--- src/rtl/pc_gen_pkg.sv ---
// Shared opcode encodings, default addresses and next-PC source tags for the
// program-counter generator and its return-address stack.
package pc_gen_pkg;

    localparam logic [2:0] BR_NONE = 3'd0;
    localparam logic [2:0] BR_BEQ  = 3'd1;
    localparam logic [2:0] BR_BNE  = 3'd2;
    localparam logic [2:0] BR_BGEZ = 3'd3;
    localparam logic [2:0] BR_BGTZ = 3'd4;
    localparam logic [2:0] BR_BLEZ = 3'd5;
    localparam logic [2:0] BR_BLTZ = 3'd6;

    localparam logic [2:0] JMP_NONE = 3'd0;
    localparam logic [2:0] JMP_J    = 3'd1;
    localparam logic [2:0] JMP_JAL  = 3'd2;
    localparam logic [2:0] JMP_JR   = 3'd3;
    localparam logic [2:0] JMP_JALR = 3'd4;

    localparam logic [31:0] DEFAULT_RESET_PC = 32'h0000_3000;
    localparam logic [31:0] DEFAULT_EXC_VEC  = 32'h0000_4180;

    // Next-PC source, listed in decreasing priority.
    typedef enum logic [2:0] {
        SRC_EXC  = 3'd0,
        SRC_EPC  = 3'd1,
        SRC_HOLD = 3'd2,
        SRC_BR   = 3'd3,
        SRC_J    = 3'd4,
        SRC_JR   = 3'd5,
        SRC_SEQ  = 3'd6
    } npc_src_e;

    // Branch condition from the ID-stage compare flags; code 7 is never taken.
    function automatic logic br_taken(input logic [2:0] op, input logic zero,
                                      input logic great, input logic less);
        logic t;
        case (op)
            BR_BEQ:  t = zero;
            BR_BNE:  t = ~zero;
            BR_BGEZ: t = zero | great;
            BR_BGTZ: t = great;
            BR_BLEZ: t = zero | less;
            BR_BLTZ: t = less;
            default: t = 1'b0;
        endcase
        return t;
    endfunction

endpackage

--- src/rtl/pc_gen_ras.sv ---
// Circular return-address stack: push overwrites the oldest entry when full,
// pop on empty is ignored. The top read is combinational and zero when empty.
module pc_ras
    import pc_gen_pkg::*;
#(
    parameter int ADDR_W    = 32,
    parameter int RAS_DEPTH = 4
) (
    input  logic                               clk,
    input  logic                               reset,
    input  logic                               push,
    input  logic                               pop,
    input  logic [ADDR_W-1:0]                  push_data,
    output logic [ADDR_W-1:0]                  top,
    output logic                               valid,
    output logic [$clog2(RAS_DEPTH+1)-1:0]     count
);

    localparam int PTR_W = (RAS_DEPTH > 1) ? $clog2(RAS_DEPTH) : 1;
    localparam int CNT_W = $clog2(RAS_DEPTH+1);

    logic [ADDR_W-1:0] r_mem [RAS_DEPTH];
    logic [PTR_W-1:0]  r_ptr;
    logic [CNT_W-1:0]  r_count;
    logic [PTR_W-1:0]  w_ptr_inc;
    logic [PTR_W-1:0]  w_ptr_dec;
    logic              w_empty;
    logic              w_full;

    // Pointer arithmetic modulo RAS_DEPTH, which need not be a power of two.
    always_comb begin
        w_empty = (r_count == {CNT_W{1'b0}});
        w_full  = (r_count == CNT_W'(RAS_DEPTH));
        if (r_ptr == PTR_W'(RAS_DEPTH-1)) begin
            w_ptr_inc = {PTR_W{1'b0}};
        end else begin
            w_ptr_inc = r_ptr + PTR_W'(1);
        end
        if (r_ptr == {PTR_W{1'b0}}) begin
            w_ptr_dec = PTR_W'(RAS_DEPTH-1);
        end else begin
            w_ptr_dec = r_ptr - PTR_W'(1);
        end
    end

    // Stack state: pointer, occupancy and entries.
    always_ff @(posedge clk) begin
        if (reset) begin
            r_ptr   <= {PTR_W{1'b0}};
            r_count <= {CNT_W{1'b0}};
            for (int i = 0; i < RAS_DEPTH; i++) begin
                r_mem[i] <= {ADDR_W{1'b0}};
            end
        end else if (push) begin
            r_ptr            <= w_ptr_inc;
            r_mem[w_ptr_inc] <= push_data;
            if (!w_full) begin
                r_count <= r_count + CNT_W'(1);
            end
        end else if (pop && !w_empty) begin
            r_ptr   <= w_ptr_dec;
            r_count <= r_count - CNT_W'(1);
        end
    end

    assign valid = ~w_empty;
    assign count = r_count;
    assign top   = w_empty ? {ADDR_W{1'b0}} : r_mem[r_ptr];

endmodule

--- src/rtl/pc_gen.sv ---
// Registered program counter with prioritised redirect (interrupt, ERET,
// stall hold, branch, jump) and an advisory return-address stack.
module pc_gen
    import pc_gen_pkg::*;
#(
    parameter int                ADDR_W    = 32,
    parameter logic [ADDR_W-1:0] RESET_PC  = ADDR_W'(DEFAULT_RESET_PC),
    parameter logic [ADDR_W-1:0] EXC_VEC   = ADDR_W'(DEFAULT_EXC_VEC),
    parameter int                RAS_DEPTH = 4
) (
    input  logic                           clk,
    input  logic                           reset,
    input  logic                           stall,
    input  logic                           intreq,
    input  logic                           eret,
    input  logic [ADDR_W-1:0]              epc,
    input  logic [ADDR_W-1:0]              id_pc4,
    input  logic [2:0]                     br_op,
    input  logic                           zero,
    input  logic                           great,
    input  logic                           less,
    input  logic [ADDR_W-1:0]              offset,
    input  logic [2:0]                     jmp_op,
    input  logic                           jr_is_ra,
    input  logic [25:0]                    instr_index,
    input  logic [ADDR_W-1:0]              jr_pc,
    output logic [ADDR_W-1:0]              pc,
    output logic [ADDR_W-1:0]              pc4,
    output logic [ADDR_W-1:0]              npc,
    output logic                           redirect,
    output logic                           pc_misalign,
    output logic [ADDR_W-1:0]              ras_top,
    output logic                           ras_valid,
    output logic [$clog2(RAS_DEPTH+1)-1:0] ras_count
);

    logic [ADDR_W-1:0] r_pc;
    logic              r_pc_misalign;
    logic [ADDR_W-1:0] w_pc4;
    logic [ADDR_W-1:0] w_b_tgt;
    logic [ADDR_W-1:0] w_j_tgt;
    logic [ADDR_W-1:0] w_npc_sel;
    logic [ADDR_W-1:0] w_npc;
    logic              w_taken;
    logic              w_redirect;
    logic              w_ras_en;
    logic              w_push;
    logic              w_pop;
    npc_src_e          w_src;

    assign w_pc4   = r_pc + ADDR_W'(4);
    assign w_b_tgt = id_pc4 + (offset << 2);
    assign w_j_tgt = {id_pc4[ADDR_W-1:28], instr_index, 2'b00};
    assign w_taken = br_taken(br_op, zero, great, less);

    // Priority select of the next-PC source; a stall masks branch/jump requests.
    always_comb begin
        w_src = SRC_SEQ;
        if (intreq) begin
            w_src = SRC_EXC;
        end else if (eret) begin
            w_src = SRC_EPC;
        end else if (stall) begin
            w_src = SRC_HOLD;
        end else if (w_taken) begin
            w_src = SRC_BR;
        end else if ((jmp_op == JMP_J) || (jmp_op == JMP_JAL)) begin
            w_src = SRC_J;
        end else if ((jmp_op == JMP_JR) || (jmp_op == JMP_JALR)) begin
            w_src = SRC_JR;
        end else begin
            w_src = SRC_SEQ;
        end
    end

    // Next-PC mux and redirect flag; reset overrides everything.
    always_comb begin
        w_npc_sel  = w_pc4;
        w_redirect = 1'b0;
        case (w_src)
            SRC_EXC:  begin w_npc_sel = EXC_VEC; w_redirect = 1'b1; end
            SRC_EPC:  begin w_npc_sel = epc;     w_redirect = 1'b1; end
            SRC_HOLD: begin w_npc_sel = r_pc;    w_redirect = 1'b0; end
            SRC_BR:   begin w_npc_sel = w_b_tgt; w_redirect = 1'b1; end
            SRC_J:    begin w_npc_sel = w_j_tgt; w_redirect = 1'b1; end
            SRC_JR:   begin w_npc_sel = jr_pc;   w_redirect = 1'b1; end
            SRC_SEQ:  begin w_npc_sel = w_pc4;   w_redirect = 1'b0; end
            default:  begin w_npc_sel = w_pc4;   w_redirect = 1'b0; end
        endcase
        if (reset) begin
            w_npc      = RESET_PC;
            w_redirect = 1'b0;
        end else begin
            w_npc = w_npc_sel;
        end
    end

    // PC register and alignment flag, updated every cycle.
    always_ff @(posedge clk) begin
        if (reset) begin
            r_pc          <= RESET_PC;
            r_pc_misalign <= |RESET_PC[1:0];
        end else begin
            r_pc          <= w_npc;
            r_pc_misalign <= |w_npc[1:0];
        end
    end

    // Calls push the address after the delay slot; only jr $31 counts as a return.
    always_comb begin
        w_ras_en = ~reset & ~intreq & ~eret & ~stall;
        w_push   = w_ras_en & ((jmp_op == JMP_JAL) | (jmp_op == JMP_JALR));
        w_pop    = w_ras_en & (jmp_op == JMP_JR) & jr_is_ra;
    end

    pc_ras #(
        .ADDR_W    (ADDR_W),
        .RAS_DEPTH (RAS_DEPTH)
    ) u_ras (
        .clk       (clk),
        .reset     (reset),
        .push      (w_push),
        .pop       (w_pop),
        .push_data (id_pc4 + ADDR_W'(4)),
        .top       (ras_top),
        .valid     (ras_valid),
        .count     (ras_count)
    );

    assign pc          = r_pc;
    assign pc4         = w_pc4;
    assign npc         = w_npc;
    assign redirect    = w_redirect;
    assign pc_misalign = r_pc_misalign;

endmodule

--- config.mk ---
export PLATFORM = sky130hd
export DESIGN_NAME = pc_gen
export DESIGN_NICKNAME = d
export VERILOG_FILES = /design/src/rtl/pc_gen_pkg.sv /design/src/rtl/pc_gen_ras.sv /design/src/rtl/pc_gen.sv
export SDC_FILE = /design/constraint.sdc
export NUM_CORES = 1
export LEC_CHECK = 0
export ABC_AREA = 1
export ABC_CLOCK_PERIOD_IN_PS = 4000
export CORE_UTILIZATION = 51
export CTS_CLUSTER_DIAMETER = 30
export DETAILED_ROUTE_END_ITERATION = 12
export GPL_TIMING_DRIVEN = 0
export PLACE_DENSITY = 0.82
export SYNTH_ARGS = -nofsm -noshare
export SYNTH_HDL_FRONTEND = slang
export SYNTH_HIERARCHICAL = 1
export SYNTH_SLANG_ARGS = --single-unit
--- constraint.sdc ---
create_clock -name clk -period 4 [get_ports clk]
set_input_delay 0.6 -clock clk [delete_from_list [all_inputs] [get_ports clk]]
set_output_delay 0.6 -clock clk [all_outputs]
set_load 0.05 [all_outputs]
==> flow_summary.toml <==
[clock_tree]
post_cts.repair.setup_buffers = 0
clock_sinks = 168
h-tree-depth = 4
clk_pin_slew_ns = 0.08
ctsRootBufferMaster = "sky130_fd_sc_hd__clkbuf_16"
clk_path_buf_depth = 2
total_clock_buffers_created_by_cts = 17
clock_latency_at_the_later_pin_of_the_worst_skew_pair_ns = 0.44
tritoncts = "done"

[yosys]
synth.ff_latch_count = 168
syn_inst = 1747
synth_edf_count = 128
leading_post_synthesis_cells_by_instance_count = "450 x sky130_fd_sc_hd__nor2_1, 306 x sky130_fd_sc_hd__nand2_1, 210 x sky130_fd_sc_hd__inv_1"
ys.flop_type = "sky130_fd_sc_hd__edfxtp_1"
synth_area_per_cell_um2 = 7.11
synth_top_area_cell = "sky130_fd_sc_hd__edfxtp_1"
synth_top_area_share_pct = 31.0
netlist_area_um2 = 12400
synth_sequential_area_ratio_pct = 37.4
total_number_of_yosys_warnings = 6
async_reset_ff_share_pct = 0
ys_top_cells_by_area = "sky130_fd_sc_hd__edfxtp_1 31%, sky130_fd_sc_hd__nor2_1 14%, sky130_fd_sc_hd__nand2_1 9.2%"
post-synth-top-count-cell = "sky130_fd_sc_hd__nor2_1"
synth_nets = 1951
ys_types = 51

[status]
run_status = "finished, final reports clean"

[die]
initial_standard_cell_utilization_of_the_core_pct = 52.4
floorplan.die_area_um2 = 25000
die_height_um = 158
io_pins = 303
floorplan.die.width_um = 158
core.rowCount = 56
floorplan.core_area_um2 = 23700

[power_and_ir_drop]
p_clk_share_pct = 33.1
power.density_nw_per_um2 = 305
p_sw_share_pct = 35.4
total_switching_power_mw = 1.79
static-leakage-power_nw = 7.41
cell_internal_pwr_mw = 3.26
comb_power_share_pct = 27.3
share_seq_of_total_power_pct = 39.6
power.ir.vdd_worst_v = 0.000195

[critical_path]
cp_data_required_time_ns = 3.40
critPathCapture = "npc[23]"
worst-setup-path-type = "in2out"
critical_path_peak_fanout = 4
timing.reg2reg.setup_slack_ns = 1.54
reg2reg_depth = 5
regToRegEndpoint = "u_ras/r_mem[2][2]"
setup.worst_path.end_class = "primary output"
startpoint_type = "input pin"
cp.arrival_ns = 3.29
setup.worst_path.start = "id_pc4[17]"
worst_r2r_startpoint = "u_ras/r_ptr[0]"

[sta]
worst_margin_slew_ns = 0.939
unrepaired_setup_endpoints_after_global_routing = "yes"
finalHoldViolations = 0
whs_ns = 0.523
clock-skew-final_ns = 0.00846
min_period_over_period_pct = 97.2
setup_viol = 0
maxSlewHeadroom_pct = 37.2
postLayoutSetupSlackWorst_ns = 0.113
finalCriticalPeriod_ns = 3.89
fmax_mhz = 257
timing.final.max_slew_violations = 0

[cells_and_area]
signed_area_change_from_the_synthesized_netlist_to_the_final_layout_pct = 33.2
layout-drive-gt1-share_pct = 10.8
design.final.nets = 2270
fin_util_pct = 69.9
finish.instance_area_um2 = 16500
layout.cells.non_filler = 2399

[global_routing]
grt_antenna_before_repair = 0
grt_pass1_wl_mm = 68.8
grt_start_max_net_pins = 33
grt_overflow_total = 0
gr-usage-all-layers_pct = 37.3
grt_pass1_vias = 12800

[placed_design]
place_worst_setup_slack_ns = -0.549
buffer_ports.inserted = 300
post_place_instance_area_um2 = 15800
dp_hpwl_mm = 35.8
inst_count_dp = 2366
finalWeightedCongestion = 0.975

[detailed_routing]
drt-total-wl_mm = 46.8
ant_nets = 0
detail_route.wl_per_cell_um = 19.5
initialDrtViolationCount = 1191
detail_routed_via_count_per_cell = 5.51
drt_pre_antenna_iters = 6
vias = 13200
drt_drc_violations_left = 0

[job]
drv_cap = 0

[worst_hold_path]
worst_hold_path_type = "reg2reg"
min_path_cells = 2
## per-layer routing
| metal | vias to the layer above | GRT usage (%) | part of all wire [%] |
|---|---|---|---|
| li1 | 6270 | - | - |
| met1 | 6070 | 44.6 | 38 |
| met2 | 742 | 65.2 | 49 |
| met3 | 146 | 5.34 | 8.2 |
| met4 | 0 | 19.1 | 4.6 |
| met5 | - | 0 | 0 |
## cells by family (layout without fill, tap and decap cells)
logic type	Yosys count	count (layout)	synth area share [%]
DFF	168	168	37.4
other	0	1	0
and+or+nand+nor	987	987	34.6
buffers and inverters	287	619	10.8
AOI/OAI and AO/OA	205	205	8.92
adders and majority gates	35	35	3.65
xor gates and xnor gates	65	65	4.58
## cell usage in the layout, fill, tap and decap left out, types with 4 or more instances in the layout
cell / instances
sky130_fd_sc_hd__nor2_1: 442
sky130_fd_sc_hd__nand2_1: 301
sky130_fd_sc_hd__clkdlybuf4s50_1: 265
sky130_fd_sc_hd__inv_1: 210
sky130_fd_sc_hd__edfxtp_1: 128
sky130_fd_sc_hd__nand3_1: 103
sky130_fd_sc_hd__a21oi_1: 67
sky130_fd_sc_hd__o21ai_0: 59
sky130_fd_sc_hd__nand4_1: 53
sky130_fd_sc_hd__o21ai_1: 48
sky130_fd_sc_hd__xor2_1: 44
sky130_fd_sc_hd__dfxtp_1: 40
sky130_fd_sc_hd__buf_2: 27
sky130_fd_sc_hd__nor2_2: 20
sky130_fd_sc_hd__xnor2_1: 20
sky130_fd_sc_hd__ha_1: 19
sky130_fd_sc_hd__clkbuf_2: 18
sky130_fd_sc_hd__buf_6: 17
sky130_fd_sc_hd__clkbuf_16: 17
sky130_fd_sc_hd__nand2_2: 16
sky130_fd_sc_hd__a21oi_2: 16
sky130_fd_sc_hd__nor3_1: 12
sky130_fd_sc_hd__inv_2: 10
sky130_fd_sc_hd__ha_4: 9
sky130_fd_sc_hd__nand2_4: 7
sky130_fd_sc_hd__buf_4: 7
sky130_fd_sc_hd__nor3_2: 6
sky130_fd_sc_hd__nor4_1: 6
sky130_fd_sc_hd__clkbuf_1: 6
sky130_fd_sc_hd__dlymetal6s2s_1: 6
sky130_fd_sc_hd__ha_2: 5
sky130_fd_sc_hd__inv_8: 5
sky130_fd_sc_hd__buf_12: 5
sky130_fd_sc_hd__o21bai_1: 4
sky130_fd_sc_hd__clkdlybuf4s15_2: 4
sky130_fd_sc_hd__clkbuf_4: 4
## timing repair
action / 4_1_cts / 5_1_grt
setup endpoints to repair: 31 / 33
pin swaps: 0 / 0
hold buffers: 0 / 0
hold endpoints to repair: 0 / 0
resized for setup: 80 / 80
## worst max-delay path: stages
cell                              delay, ns
sky130_fd_sc_hd__clkdlybuf4s50_1       0.61
sky130_fd_sc_hd__ha_2                  0.37
sky130_fd_sc_hd__nand2_1               0.10
sky130_fd_sc_hd__inv_1                 0.06
sky130_fd_sc_hd__a21oi_1               0.22
sky130_fd_sc_hd__nor2_1                0.07
sky130_fd_sc_hd__nor2_1                0.20
sky130_fd_sc_hd__nand3_1               0.15
sky130_fd_sc_hd__xnor2_1               0.15
sky130_fd_sc_hd__nor2_1                0.24
sky130_fd_sc_hd__nor2_1                0.11
sky130_fd_sc_hd__nor2_1                0.15
sky130_fd_sc_hd__clkbuf_4              0.26
## final cells by class
class                           instances  area, µm²
Antenna cell                            1       2.50
Buffer                                 64        507
Clock buffer                           17        425
Clock inverter                         15        151
Fill cell                            1958       7140
Inverter                              223        840
Multi-Input combinational cell       1292       6640
Sequential cell                       168       4640
Tap cell                              319        399
Timing Repair Buffer                  300       2940
## power groups by stage
stage,clock network (mW),registers (mW),logic (mW)
3_3_place_gp,0,2.03,1.33
4_1_cts,1.66,2.00,1.33
5_1_grt,1.74,2.00,1.47
3_5_place_dp,0,2.03,1.33
6_report,1.67,2.00,1.38
2_1_floorplan,0,2.10,0.712
## sequential cells by signal (all words and copies together) (netlist names), named ones only
| signal | count |
|---|---|
| pc | 32 |
| pc_misalign | 1 |
| u_ras/count | 3 |
| u_ras/r_mem | 128 |
| u_ras/r_ptr | 2 |
## worst min-delay path by stage
stage / from / to / slack [ns]
after floorplan: u_ras/r_ptr[1] / register / 0.52
after global placement: u_ras/count[0] / u_ras/count[0] / 0.51
after detailed placement: u_ras/count[0] / u_ras/count[0] / 0.51
after CTS: u_ras/count[0] / u_ras/count[0] / 0.52
after global routing: u_ras/count[0] / u_ras/count[0] / 0.59
final: u_ras/count[0] / u_ras/count[0] / 0.52
## per-stage QoR
step / setup TNS [ns] / power (mW)
CTS: -0.0196 / 4.99
floorplan: 0 / 2.82
detailed placement: -12.72 / 3.37
finish: 0 / 5.04
global route: -0.0987 / 5.21
global placement: -62.89 / 3.36
(Power assumes the default switching activity.)
